`config.mk`:
```
export PLATFORM = sky130hd
export DESIGN_NAME = seq_mult_8_bit
export DESIGN_NICKNAME = d
export VERILOG_FILES = /design/src/rtl/seq_mult_8_bit_pkg.sv /design/src/rtl/rca_8_bit.sv /design/src/rtl/seq_mult_8_bit.sv
export SDC_FILE = /design/constraint.sdc
export NUM_CORES = 1
export LEC_CHECK = 0
export ABC_AREA = 0
export ABC_CLOCK_PERIOD_IN_PS = 10300
export BUFFER_PORTS_ARGS = -buffer_cell sky130_fd_sc_hd__buf_4
export CAP_MARGIN = 15
export CORE_MARGIN = 5
export CORE_UTILIZATION = 57
export CTS_CLUSTER_SIZE = 16
export DETAILED_ROUTE_END_ITERATION = 7
export GPL_TIMING_DRIVEN = 0
export PLACE_DENSITY = 0.84
export RECOVER_POWER = 50
export SLEW_MARGIN = 15
export SYNTH_ARGS = -nofsm -noshare
export SYNTH_HDL_FRONTEND = slang
export SYNTH_SLANG_ARGS = --single-unit
export TNS_END_PERCENT = 100
```
`constraint.sdc`:
```
create_clock -name clk -period 10.3 [get_ports clk]
set_input_delay 1.03 -clock clk [delete_from_list [all_inputs] [get_ports clk]]
set_output_delay 1.03 -clock clk [all_outputs]
set_load 0.005 [all_outputs]
```
`src/rtl/seq_mult_8_bit_pkg.sv`:
```
// Shared widths, iteration count and control-state encoding for the 8x8 sequential multiplier.
package seq_mult_8_bit_pkg;

    localparam int WIDTH  = 8;
    localparam int PROD_W = 2 * WIDTH;
    localparam int ITER   = WIDTH;
    localparam int CNT_W  = 3;

    typedef enum logic [1:0] {
        IDLE = 2'b00,
        RUN  = 2'b01,
        DONE = 2'b10
    } state_t;

endpackage

```
`src/rtl/rca_8_bit.sv`:
```
// 8-bit ripple-carry adder built from per-bit sum/carry equations.
// Purely combinational; no handshake, result follows inputs in the same cycle.
module rca_8_bit (
    input  logic [7:0] a,
    input  logic [7:0] b,
    input  logic       cin,
    output logic [7:0] sum,
    output logic       cout
);

    logic [8:0] carry;

    assign carry[0] = cin;

    for (genvar i = 0; i < 8; i++) begin : g_bit
        assign sum[i]     = a[i] ^ b[i] ^ carry[i];
        assign carry[i+1] = (a[i] & b[i]) | (carry[i] & (a[i] ^ b[i]));
    end

    assign cout = carry[8];

endmodule

```
`src/rtl/seq_mult_8_bit.sv`:
```
// Unsigned 8x8 shift-and-add multiplier around rca_8_bit; out_valid 9 cycles after the accept cycle.
// Takes operands only in IDLE; the product is held in DONE until out_ready, with no operand queueing.
module seq_mult_8_bit #(
    parameter int WIDTH = 8,
    parameter int ITER  = WIDTH
) (
    input  logic                 clk,
    input  logic                 rst_n,
    input  logic                 in_valid,
    output logic                 in_ready,
    input  logic [WIDTH-1:0]     a,
    input  logic [WIDTH-1:0]     b,
    output logic                 out_valid,
    input  logic                 out_ready,
    output logic [2*WIDTH-1:0]   product,
    output logic                 busy
);

    import seq_mult_8_bit_pkg::*;

    if (WIDTH != 8 || ITER != 8) begin : g_bad_width
        $error("seq_mult_8_bit supports only WIDTH=8, ITER=8");
    end

    localparam logic [CNT_W-1:0] LAST_ITER = CNT_W'(ITER - 1);

    state_t             state, state_next;
    logic [WIDTH-1:0]   m_reg, acc_reg, q_reg;
    logic               c_reg;
    logic [CNT_W-1:0]   cnt;

    logic [WIDTH-1:0]   add_sum;
    logic               add_cout;
    logic [WIDTH-1:0]   acc_next;
    logic               c_next;

    rca_8_bit u_add (
        .a    (acc_reg),
        .b    (m_reg),
        .cin  (1'b0),
        .sum  (add_sum),
        .cout (add_cout)
    );

    // Add only when the current multiplier LSB is set; C is always zero between iterations.
    always_comb begin
        c_next   = c_reg;
        acc_next = acc_reg;
        if (q_reg[0]) begin
            c_next   = add_cout;
            acc_next = add_sum;
        end
    end

    always_ff @(posedge clk or negedge rst_n) begin
        if (!rst_n) begin
            state <= IDLE;
        end else begin
            state <= state_next;
        end
    end

    always_comb begin
        state_next = state;
        case (state)
            IDLE:    if (in_valid)        state_next = RUN;
            RUN:     if (cnt == LAST_ITER) state_next = DONE;
            DONE:    if (out_ready)       state_next = IDLE;
            default:                      state_next = IDLE;
        endcase
    end

    always_comb begin
        in_ready  = (state == IDLE);
        out_valid = (state == DONE);
        busy      = (state != IDLE);
    end

    always_ff @(posedge clk or negedge rst_n) begin
        if (!rst_n) begin
            m_reg   <= '0;
            acc_reg <= '0;
            q_reg   <= '0;
            c_reg   <= 1'b0;
            cnt     <= '0;
        end else begin
            case (state)
                IDLE: begin
                    if (in_valid) begin
                        m_reg   <= a;
                        q_reg   <= b;
                        acc_reg <= '0;
                        c_reg   <= 1'b0;
                        cnt     <= '0;
                    end
                end
                RUN: begin
                    acc_reg <= {c_next, acc_next[WIDTH-1:1]};
                    q_reg   <= {acc_next[0], q_reg[WIDTH-1:1]};
                    c_reg   <= 1'b0;
                    cnt     <= cnt + 1'b1;
                end
                default: ;
            endcase
        end
    end

    assign product = {acc_reg, q_reg};

endmodule

```
==> results of run 1 <==
-- cells in the mapped netlist (all sizes together), types with 3 or more instances --
| cell type | instances | area, sq um |
|---|---|---|
| a21oi | 5 | 25.0 |
| a22oi | 3 | 22.5 |
| and3b | 4 | 35.0 |
| buf | 7 | 68.8 |
| dfrtp | 29 | 726 |
| fa | 7 | 140 |
| ha | 3 | 37.5 |
| inv | 7 | 26.3 |
| mux2 | 9 | 131 |
| mux2i | 7 | 70.1 |
| nand2 | 20 | 75.1 |
| o21ai | 11 | 55.1 |
| o22ai | 7 | 87.6 |
-- layout make-up --
type | count | area (sq um)
plain buffers | 8 | 50.0
clock buffers | 7 | 65.1
clock inverters | 1 | 5.00
fillers | 206 | 774
inverters | 7 | 26.3
multi-input cells | 88 | 771
flip-flops and latches | 29 | 726
well taps | 31 | 38.8
repair buffers | 38 | 278
-- power by group through the flow --
stage	clock network, W	logic [W]	registers, W
finish	0.0000812	0.000319	0.000212
global route	0.0000890	0.000361	0.000221
CTS	0.0000827	0.000340	0.000213
detailed placement	0	0.000339	0.000215
global placement	0	0.000325	0.000211
floorplan	0	0.000233	0.000209
-- worst max-delay path, stage by stage (launching register included) --
cell	delay (ns)
dfrtp_1	0.42
ha_1	0.22
fa_1	0.38
fa_1	0.39
fa_1	0.39
fa_1	0.39
fa_1	0.37
inv_1	0.08
fa_1	0.17
inv_1	0.06
fa_1	0.43
mux2i_1	0.19
o22ai_2	0.10
-- per-layer routing --
layer | track usage | share of wire | vias up
met4 | 0.0557 | 0.013 | 0
li1 | - | - | 546
met1 | 0.216 | 0.42 | 595
met2 | 0.291 | 0.50 | 34
met5 | 0 | 0 | -
met3 | 0.0764 | 0.071 | 5
-- through the flow --
stage / hold WS (ns) / power [W] / utilization
finish: 0.523 / 0.000613 / 0.717
global route: 0.531 / 0.000671 / 0.717
CTS: 0.525 / 0.000636 / 0.733
detailed placement: 0.509 / 0.000554 / 0.708
global placement: 0.490 / 0.000536 / 0.708
floorplan: 0.466 / 0.000443 / -
-- layout by cell type (no fill, tap or decap), types with 2 or more instances in the layout --
cell type  count
nand2_1       20
o21bai_1       2
clkbuf_1       5
and3b_1        4
mux2i_1        7
buf_4         39
o21ai_1        2
o21ai_0        9
inv_1          7
ha_1           3
clkbuf_4       5
clkbuf_8       2
nor2b_1        2
mux2_4         8
a21oi_1        5
a22oi_1        3
o22ai_2        7
fa_1           7
dfrtp_1       29
-- worst max path at each step --
| stage | end | from | slack (ns) |
|---|---|---|---|
| detailed placement | acc_reg[6] | acc_reg[0] | 6.58 |
| global route | acc_reg[6] | acc_reg[0] | 6.45 |
| floorplan | acc_reg[6] | acc_reg[0] | 6.78 |
| global placement | acc_reg[6] | acc_reg[0] | 6.66 |
| finish | acc_reg[6] | acc_reg[0] | 6.60 |
| CTS | acc_reg[6] | acc_reg[0] | 6.57 |
-- logic make-up after synthesis --
logic type	count (synthesis)	share of synthesized area
adder cells (fa/ha/maj)	10	0.110
multiplexers	16	0.125
AND/OR/NAND/NOR	32	0.105
flip-flops	29	0.451
AO/OA/AOI/OAI	30	0.148
buffers and inverters	15	0.0614
==> results.toml, run 1 <==
[power_and_ir_drop]
p_leak_nw = 0.958
p_switching_w = 0.000231
cellInternalPower_w = 0.000382
clkPwrFrac = 0.133
powerDensity_nw_per_um2 = 313
vdd_drop_max_mv = 0.215
combPwrFrac = 0.521
seqPwrFrac = 0.346
p_sw_frac = 0.377

[worst_setup_path]
r2r-start = "acc_reg[0]"
critPathMaxFanout = 4
end_kind = "flip-flop"
reg2reg_to = "acc_reg[6]"
reg2reg_slack_ns = 6.60
cp-start-kind = "flip-flop"
crit_arrival_ns = 3.91
critPathKind = "flip-flop to flip-flop"
r2r_cells = 12
required_ns = 10.51

[clock_network]
cts_made_buffers = 5
post_cts_buffers = 0
cts.sink_count = 29
cts_max_level = 2
cts_tree = "yes"
cts_resized = 0
cts.path.max_buffers = 2
clkTransAtPathRegs_ns = 0.10
root_buffer = "clkbuf_4"
hold_buffers = 0
clk-insertion-delay-late_ns = 0.34

[detailed_routing]
vias_per_cell = 5.65
drc = 0
vias = 1180
drt_first_pass_iters = 4
postRouteAntennaNets = 0
wl_um = 3230
wl_per_cell_um = 15.4
drt_iter0_drc = 44

[synth]
ys_warn_count = 0
synth_enable_flop_cells = 0
netlist_instances = 132
synth_ff_type = "dfrtp_1"
ys_seq_area_frac = 0.451
synth.distinct_cells = 30
synth_seq_cells = 29
syn_avg_cell_area_sq_um = 12.2
syn_area_sq_um = 1610
async_reset_ff_frac = 1.00
syn-num-nets = 162

[timing]
worstMarginPinSlew_ns = 1.52
finClkSkew_ns = 0.0113
finalHoldViolCount = 0
max_freq_mhz = 270
finalSetupViolations = 0
slew_viol_final = 30
fin_crit_sh = 0.360
period_minus_slack_ns = 3.70
setup_tns_ns = 0
maxSlewHeadroom = -0.0147
setup_ws_ns = 6.60
rsz0062_at_grt = "false"

[finish]
diodes = 0
final_area_sq_um = 1960
drive_above_1_share = 0.376
syn_to_final_growth_pct = 21.7
nets = 207
instances_no_fill = 209

[floorplanning]
rows = 19
start_util = 0.589
coreArea_sq_um = 2730
boundaryPins = 39
dieArea_sq_um = 3990
die_h_um = 63.2
dieWidth_um = 63.2

[outcome]
violations = "capacitance limit, slew limit"
status = "finished, violations left"

[grt]
grt_max_degree = 30
grt_antenna_before_repair = 0
grt_pass1_vias = 1248
grt_pass1_wl_um = 5680
grt-ovfl-total = 0
grt.total_usage = 0.180

[placed_design]
hpwlAfterDp_um = 2310
dpl.cell_count = 201
place_area_sq_um = 1930
dp_slack_ns = 6.58
gp_congestion = 0.762
portBuffers = 38

[min_path]
hold_start = "cnt[0]"
holdPathStages = 1
worstHoldEndpoint = "cnt[0]"
min_path_type = "flip-flop to flip-flop"

[flow_run]
maxCapViolCount = 1
Note: power is estimated with default switching activity, not from simulation.
==> run 2, diff against run 1 <==
--- a/config.mk
+++ b/config.mk
@@ -6,15 +6,15 @@
 export NUM_CORES = 1
 export LEC_CHECK = 0
 export ABC_AREA = 0
-export ABC_CLOCK_PERIOD_IN_PS = 10300
+export ABC_CLOCK_PERIOD_IN_PS = 3050
 export BUFFER_PORTS_ARGS = -buffer_cell sky130_fd_sc_hd__buf_4
 export CAP_MARGIN = 15
 export CORE_MARGIN = 5
-export CORE_UTILIZATION = 57
+export CORE_UTILIZATION = 47
 export CTS_CLUSTER_SIZE = 16
 export DETAILED_ROUTE_END_ITERATION = 7
 export GPL_TIMING_DRIVEN = 0
-export PLACE_DENSITY = 0.84
+export PLACE_DENSITY = 0.74
 export RECOVER_POWER = 50
 export SLEW_MARGIN = 15
 export SYNTH_ARGS = -nofsm -noshare
==> constraint.sdc (replaced) <==
create_clock -name clk -period 3.05 [get_ports clk]
set_input_delay 0.305 -clock clk [delete_from_list [all_inputs] [get_ports clk]]
set_output_delay 0.305 -clock clk [all_outputs]
set_load 0.005 [all_outputs]
==> run 2 against run 1 <==
  * Sequential share of layout area fell by 1.3 points
  * Cell area rose by 3.7%
  * Clock-buffer cell count did not move
  * Critical path type unchanged
  * The run ends with capacitance limit, slew limit, setup timing left
  * Sequential power rose to 3.4 times the previous value
  * Routed wire length rose by 6.4%
==> results.toml, run 2 (synthesis results as in run 1) <==
[worst_setup_path]
critPathMaxFanout = 2
critPathTopFamily = "adder cells"
end_kind = "flip-flop"
slowest_delay_ns = 0.40
cp.depth = 12
crit_slowest_cell = "dfrtp_1"
cp-endpoint = "acc_reg[6]"
required_ns = 3.26
cp_common_cell = "fa_2"
worstPathBufferInverterCount = 2
critPathKind = "flip-flop to flip-flop"
crit_chain = "ha_2, fa_2, fa_2, fa_2, fa_2, fa_2, inv_2, fa_1, inv_1, fa_2, mux2i_1, o22ai_2"
reg2reg_to = "acc_reg[6]"
reg2reg_slack_ns = -0.31
cp-start-kind = "flip-flop"
crit_arrival_ns = 3.57
r2r_cells = 12
r2r-start = "m_reg[0]"
crit_start = "m_reg[0]"

[grt]
grt_pass1_vias = 1213
grt_pass1_wl_um = 5690
grt_max_degree = 30
grt_antenna_before_repair = 0
grt-ovfl-total = 0
grt.total_usage = 0.167

[outcome]
violations = "capacitance limit, slew limit, setup timing"
status = "finished, violations left"

[timing]
finalHoldViolCount = 0
setup_tns_ns = -0.568
worstMarginPinSlew_ns = 1.60
setup_ws_ns = -0.313
maxSlewHeadroom = -0.0644
finalSetupViolations = 3
rsz0062_at_grt = "true"
slew_viol_final = 30
period_minus_slack_ns = 3.36
max_freq_mhz = 297
fin_crit_sh = 1.10
finClkSkew_ns = 0.00573

[detailed_routing]
vias_per_cell = 5.17
wl_per_cell_um = 15.3
drt_iter0_drc = 54
drt_first_pass_iters = 4
postRouteAntennaNets = 0
drc = 0
wl_um = 3440
vias = 1164

[power_and_ir_drop]
powerDensity_nw_per_um2 = 1040
p_leak_nw = 0.964
vdd_drop_max_mv = 0.550
finalPower_w = 0.00211

[clock_network]
cts.path.max_buffers = 2
root_buffer = "clkbuf_4"
cts_max_level = 2
cts_resized = 0
cts_tree = "yes"
clk-insertion-delay-late_ns = 0.32
cts_made_buffers = 5
cts.sink_count = 29
clkTransAtPathRegs_ns = 0.09

[floorplanning]
coreArea_sq_um = 3340
rows = 21
dieArea_sq_um = 4700
dieWidth_um = 68.5
die_h_um = 68.5
boundaryPins = 39
start_util = 0.483

[finish]
nets = 209
syn_to_final_growth_pct = 26.2
drive_above_1_share = 0.430
final_common_cell = "buf_4"
final_cell_mix = "35 x buf_4, 29 x dfrtp_1, 20 x nand2_1, 11 x clkbuf_4"
instances_no_fill = 225
diodes = 0

[min_path]
hold_start = "a[6]"
min_path_type = "primary input to flip-flop"

[placed_design]
gp_congestion = 0.726
hpwlAfterDp_um = 2480
portBuffers = 38
dpl.cell_count = 216

[flow_run]
maxCapViolCount = 1
[run 2: cell count changes in the layout (fill, tap and decap cells not counted), moves of 2 or more]
cell	before	now
fa_1	7	1
buf_4	39	35
fa_2	0	6
clkbuf_4	5	11
buf_8	0	2
[run 2: worst register-to-register path, cell delays in order (launching register included)]
cell and delay (ns):
dfrtp_1 0.40, ha_2 0.19, fa_2 0.34, fa_2 0.36, fa_2 0.35, fa_2 0.34, fa_2 0.34, inv_2 0.06
fa_1 0.15, inv_1 0.05, fa_2 0.40, mux2i_1 0.18, o22ai_2 0.10
[run 2: worst min path at each step]
| stage | end | cells past startpoint |
|---|---|---|
| 4_1_cts | m_reg[6] | 2 |
| 6_report | m_reg[6] | 2 |
| 2_1_floorplan | acc_reg[0] | 0 |
| 3_3_place_gp | q_reg[6] | 1 |
| 5_1_grt | m_reg[5] | 2 |
| 3_5_place_dp | q_reg[1] | 1 |
[run 2: repair_timing]
action | 4_1_cts | 5_1_grt
cloned | 0 | 0
hold endpoints to repair | 29 | 0
hold buffers | 1 | 0
setup buffers | 1 | 0
setup endpoints to repair | 3 | 3
[run 2: stage by stage]
stage / worst slack, ns / utilization / hold slack (ns) / cell area (sq um)
2_1_floorplan: -0.213 / - / 0.00941 / 1630
3_3_place_gp: -0.307 / 0.592 / 0.247 / 1970
3_5_place_dp: -0.347 / 0.592 / 0.255 / 1970
4_1_cts: -0.332 / 0.613 / 0.197 / 2050
5_1_grt: -0.419 / 0.609 / 0.191 / 2030
6_report: -0.313 / 0.609 / 0.210 / 2030
[run 2: cell type report]
| class | count | area [sq um] |
|---|---|---|
| Clock buffer | 7 | 55.1 |
| Timing Repair Buffer | 40 | 299 |
| Buffer | 8 | 65.1 |
| Tap cell | 46 | 57.6 |
| Fill cell | 303 | 1310 |
| Multi-Input combinational cell | 88 | 803 |
| Inverter | 7 | 26.3 |
| Sequential cell | 29 | 726 |
[run 2: power by group]
group	switching (W)	total, W	internal, W
sequential	0.000158	0.000725	0.000567
combinational	0.000515	0.00115	0.000638
clock	0.000127	0.000236	0.000109
total	0.000800	0.00211	0.00131
[run 2: routing by layer]
layer,GRT usage,vias to the layer above,routed length (um)
li1,-,545,-
met1,0.215,590,1430
met2,0.268,25,1770
met3,0.0405,4,189
met4,0.0695,0,42
met5,0,-,0
==> run 3, diff against run 2 <==
--- a/config.mk
+++ b/config.mk
@@ -10,11 +10,12 @@
 export BUFFER_PORTS_ARGS = -buffer_cell sky130_fd_sc_hd__buf_4
 export CAP_MARGIN = 15
 export CORE_MARGIN = 5
-export CORE_UTILIZATION = 47
+export CORE_UTILIZATION = 50
+export CTS_BUF_LIST = sky130_fd_sc_hd__clkbuf_8
 export CTS_CLUSTER_SIZE = 16
 export DETAILED_ROUTE_END_ITERATION = 7
 export GPL_TIMING_DRIVEN = 0
-export PLACE_DENSITY = 0.74
+export PLACE_DENSITY = 0.78
 export RECOVER_POWER = 50
 export SLEW_MARGIN = 15
 export SYNTH_ARGS = -nofsm -noshare
==> run 3 against run 2 <==
  * The run still ends with capacitance limit, slew limit, setup timing left
  * Global-route usage grew 0.65 points
  * Critical path depth is the same
  * Register-to-register slack better by 0.02 ns
  * First-iteration DRC count decreased by 17%
  * Final cell count did not move
  * Clock power grew 72%
  * Hold slack better by 0.043 ns
  * Clock skew about the same
  * Sequential cell count did not move
  * Die area is 5.1% lower
  * Critical path type unchanged
==> results.toml, run 3 (synthesis results as in run 1) <==
[floorplanning]
coreArea_sq_um = 3080
start_util = 0.523
rows = 20
die_h_um = 66.8
boundaryPins = 39
dieWidth_um = 66.8
dieArea_sq_um = 4460

[worst_setup_path]
cp-start-kind = "flip-flop"
end_kind = "flip-flop"
crit_arrival_ns = 3.50
crit_start = "m_reg[0]"
crit_slowest_cell = "fa_2"
cp_common_cell = "fa_2"
r2r-start = "m_reg[0]"
cp-endpoint = "acc_reg[6]"
worstPathBufferInverterCount = 2
crit_chain = "ha_2, fa_2, fa_2, fa_2, fa_2, fa_2, inv_2, fa_1, inv_1, fa_2, mux2i_1, o22ai_2"
critPathKind = "flip-flop to flip-flop"
slowest_delay_ns = 0.40
cp.depth = 12
critPathMaxFanout = 2
r2r_cells = 12
reg2reg_slack_ns = -0.29
required_ns = 3.21
reg2reg_to = "acc_reg[6]"
critPathTopFamily = "adder cells"

[timing]
setup_ws_ns = -0.290
finalSetupViolations = 3
maxSlewHeadroom = -0.0176
finClkSkew_ns = 0.00617
setup_tns_ns = -0.470
finalHoldViolCount = 0
rsz0062_at_grt = "true"
fin_crit_sh = 1.10
period_minus_slack_ns = 3.34
slew_viol_final = 30
worstMarginPinSlew_ns = 1.53
max_freq_mhz = 299

[placed_design]
portBuffers = 38
gp_congestion = 0.742
dpl.cell_count = 214
place_area_sq_um = 1970
hpwlAfterDp_um = 2420

[grt]
grtUsageMet1 = 0.207
grt_antenna_before_repair = 0
gr-usage-met3 = 0.0438
grt_pass1_wl_um = 5710
grt.total_usage = 0.174
grt_pass1_vias = 1241
grt_max_degree = 30
grt-ovfl-total = 0
met2_usage = 0.291
top_usage_layer = "met2"

[finish]
final_cell_mix = "34 x buf_4, 29 x dfrtp_1, 20 x nand2_1, 9 x o21ai_0, 9 x mux2_4"
nets = 210
final_area_sq_um = 2110
post-route-util = 0.684
final_common_cell = "buf_4"
instances_no_fill = 225
diodes = 0
syn_to_final_growth_pct = 30.8
drive_above_1_share = 0.442

[clock_network]
cts_tree = "yes"
clkTransAtPathRegs_ns = 0.06
cts_made_buffers = 5
clk-insertion-delay-late_ns = 0.28
cts.sink_count = 29
cts_max_level = 2
root_buffer = "clkbuf_8"
cts.path.max_buffers = 2

[detailed_routing]
drt_iter0_drc = 45
drt_first_pass_iters = 4
drc = 0
wl_um = 3320
wl_per_cell_um = 14.8
vias = 1150
vias_per_cell = 5.11
postRouteAntennaNets = 0

[power_and_ir_drop]
p_switching_w = 0.000819
p_leak_nw = 1.01
powerDensity_nw_per_um2 = 1090
cellInternalPower_w = 0.00149
combPwrFrac = 0.510
clkPwrFrac = 0.177
seqPwrFrac = 0.313
vdd_drop_max_mv = 0.581
p_sw_frac = 0.355

[min_path]
min_path_type = "primary input to flip-flop"

[flow_run]
maxCapViolCount = 1

[outcome]
status = "finished, violations left"
violations = "capacitance limit, slew limit, setup timing"
==> run 3: changes by cell type in the layout (fill, tap and decap cells not counted) <==
cell,before,now
buf_4,35,34
buf_6,0,1
bufinv_16,0,1
clkbuf_1,4,3
clkbuf_4,11,7
clkbuf_8,1,6
inv_1,6,7
o21bai_1,2,1
o21bai_2,0,1
==> run 3: stage by stage <==
step | setup WS (ns) | hold WS, ns | power, W
final | -0.290 | 0.253 | 0.00231
after CTS | -0.307 | 0.242 | 0.00234
after floorplan | -0.213 | 0.00941 | 0.00153
after global placement | -0.271 | 0.249 | 0.00185
after global routing | -0.385 | 0.247 | 0.00249
after detailed placement | -0.310 | 0.248 | 0.00191
==> run 3: layout make-up <==
cell class	count	area (sq um)
Timing Repair Buffer	41	303
Clock buffer	6	82.6
Multi-Input combinational cell	88	807
Tap cell	44	55.1
Inverter	7	26.3
Clock inverter	2	33.8
Sequential cell	29	726
Buffer	8	72.6
Fill cell	234	972
==> run 3: worst min-delay path by stage <==
stage | startpoint | to | slack [ns] | depth (start not counted)
after global routing | a[0] | m_reg[0] | 0.25 | 2
after CTS | a[2] | m_reg[2] | 0.24 | 2
after global placement | rst_n | q_reg[2] | 0.25 | 1
after detailed placement | rst_n | q_reg[2] | 0.25 | 1
final | a[0] | m_reg[0] | 0.25 | 2
after floorplan | rst_n | acc_reg[0] | 0.009 | 0
==> run 3: metal layers <==
metal / share of wire / up-vias
met1: 0.42 / 578
met3: 0.046 / 7
met2: 0.52 / 20
li1: - / 545
met5: 0 / -
met4: 0.017 / 0
==> run 3: what timing repair did <==
item / in CTS / in global routing
hold buffers: 1 / 0
setup buffers: 1 / 1
resized for setup: 0 / 0
gates cloned: 0 / 0
setup endpoints to repair: 3 / 3
hold endpoints to repair: 29 / 0
==> run 3: power by group through the flow <==
| stage | clock, W | combinational, W | sequential, W |
|---|---|---|---|
| CTS | 0.000418 | 0.00119 | 0.000726 |
| global placement | 0 | 0.00113 | 0.000721 |
| floorplan | 0 | 0.000812 | 0.000713 |
| detailed placement | 0 | 0.00118 | 0.000735 |
| global route | 0.000441 | 0.00130 | 0.000751 |
| finish | 0.000407 | 0.00118 | 0.000722 |
==> run 3: worst reg2reg max path: stages, from the launching register on <==
cell and delay, ns:
dfrtp_1 0.38, ha_2 0.19, fa_2 0.34, fa_2 0.35
fa_2 0.35, fa_2 0.35, fa_2 0.34, inv_2 0.06
fa_1 0.14, inv_1 0.05, fa_2 0.40, mux2i_1 0.17
o22ai_2 0.10
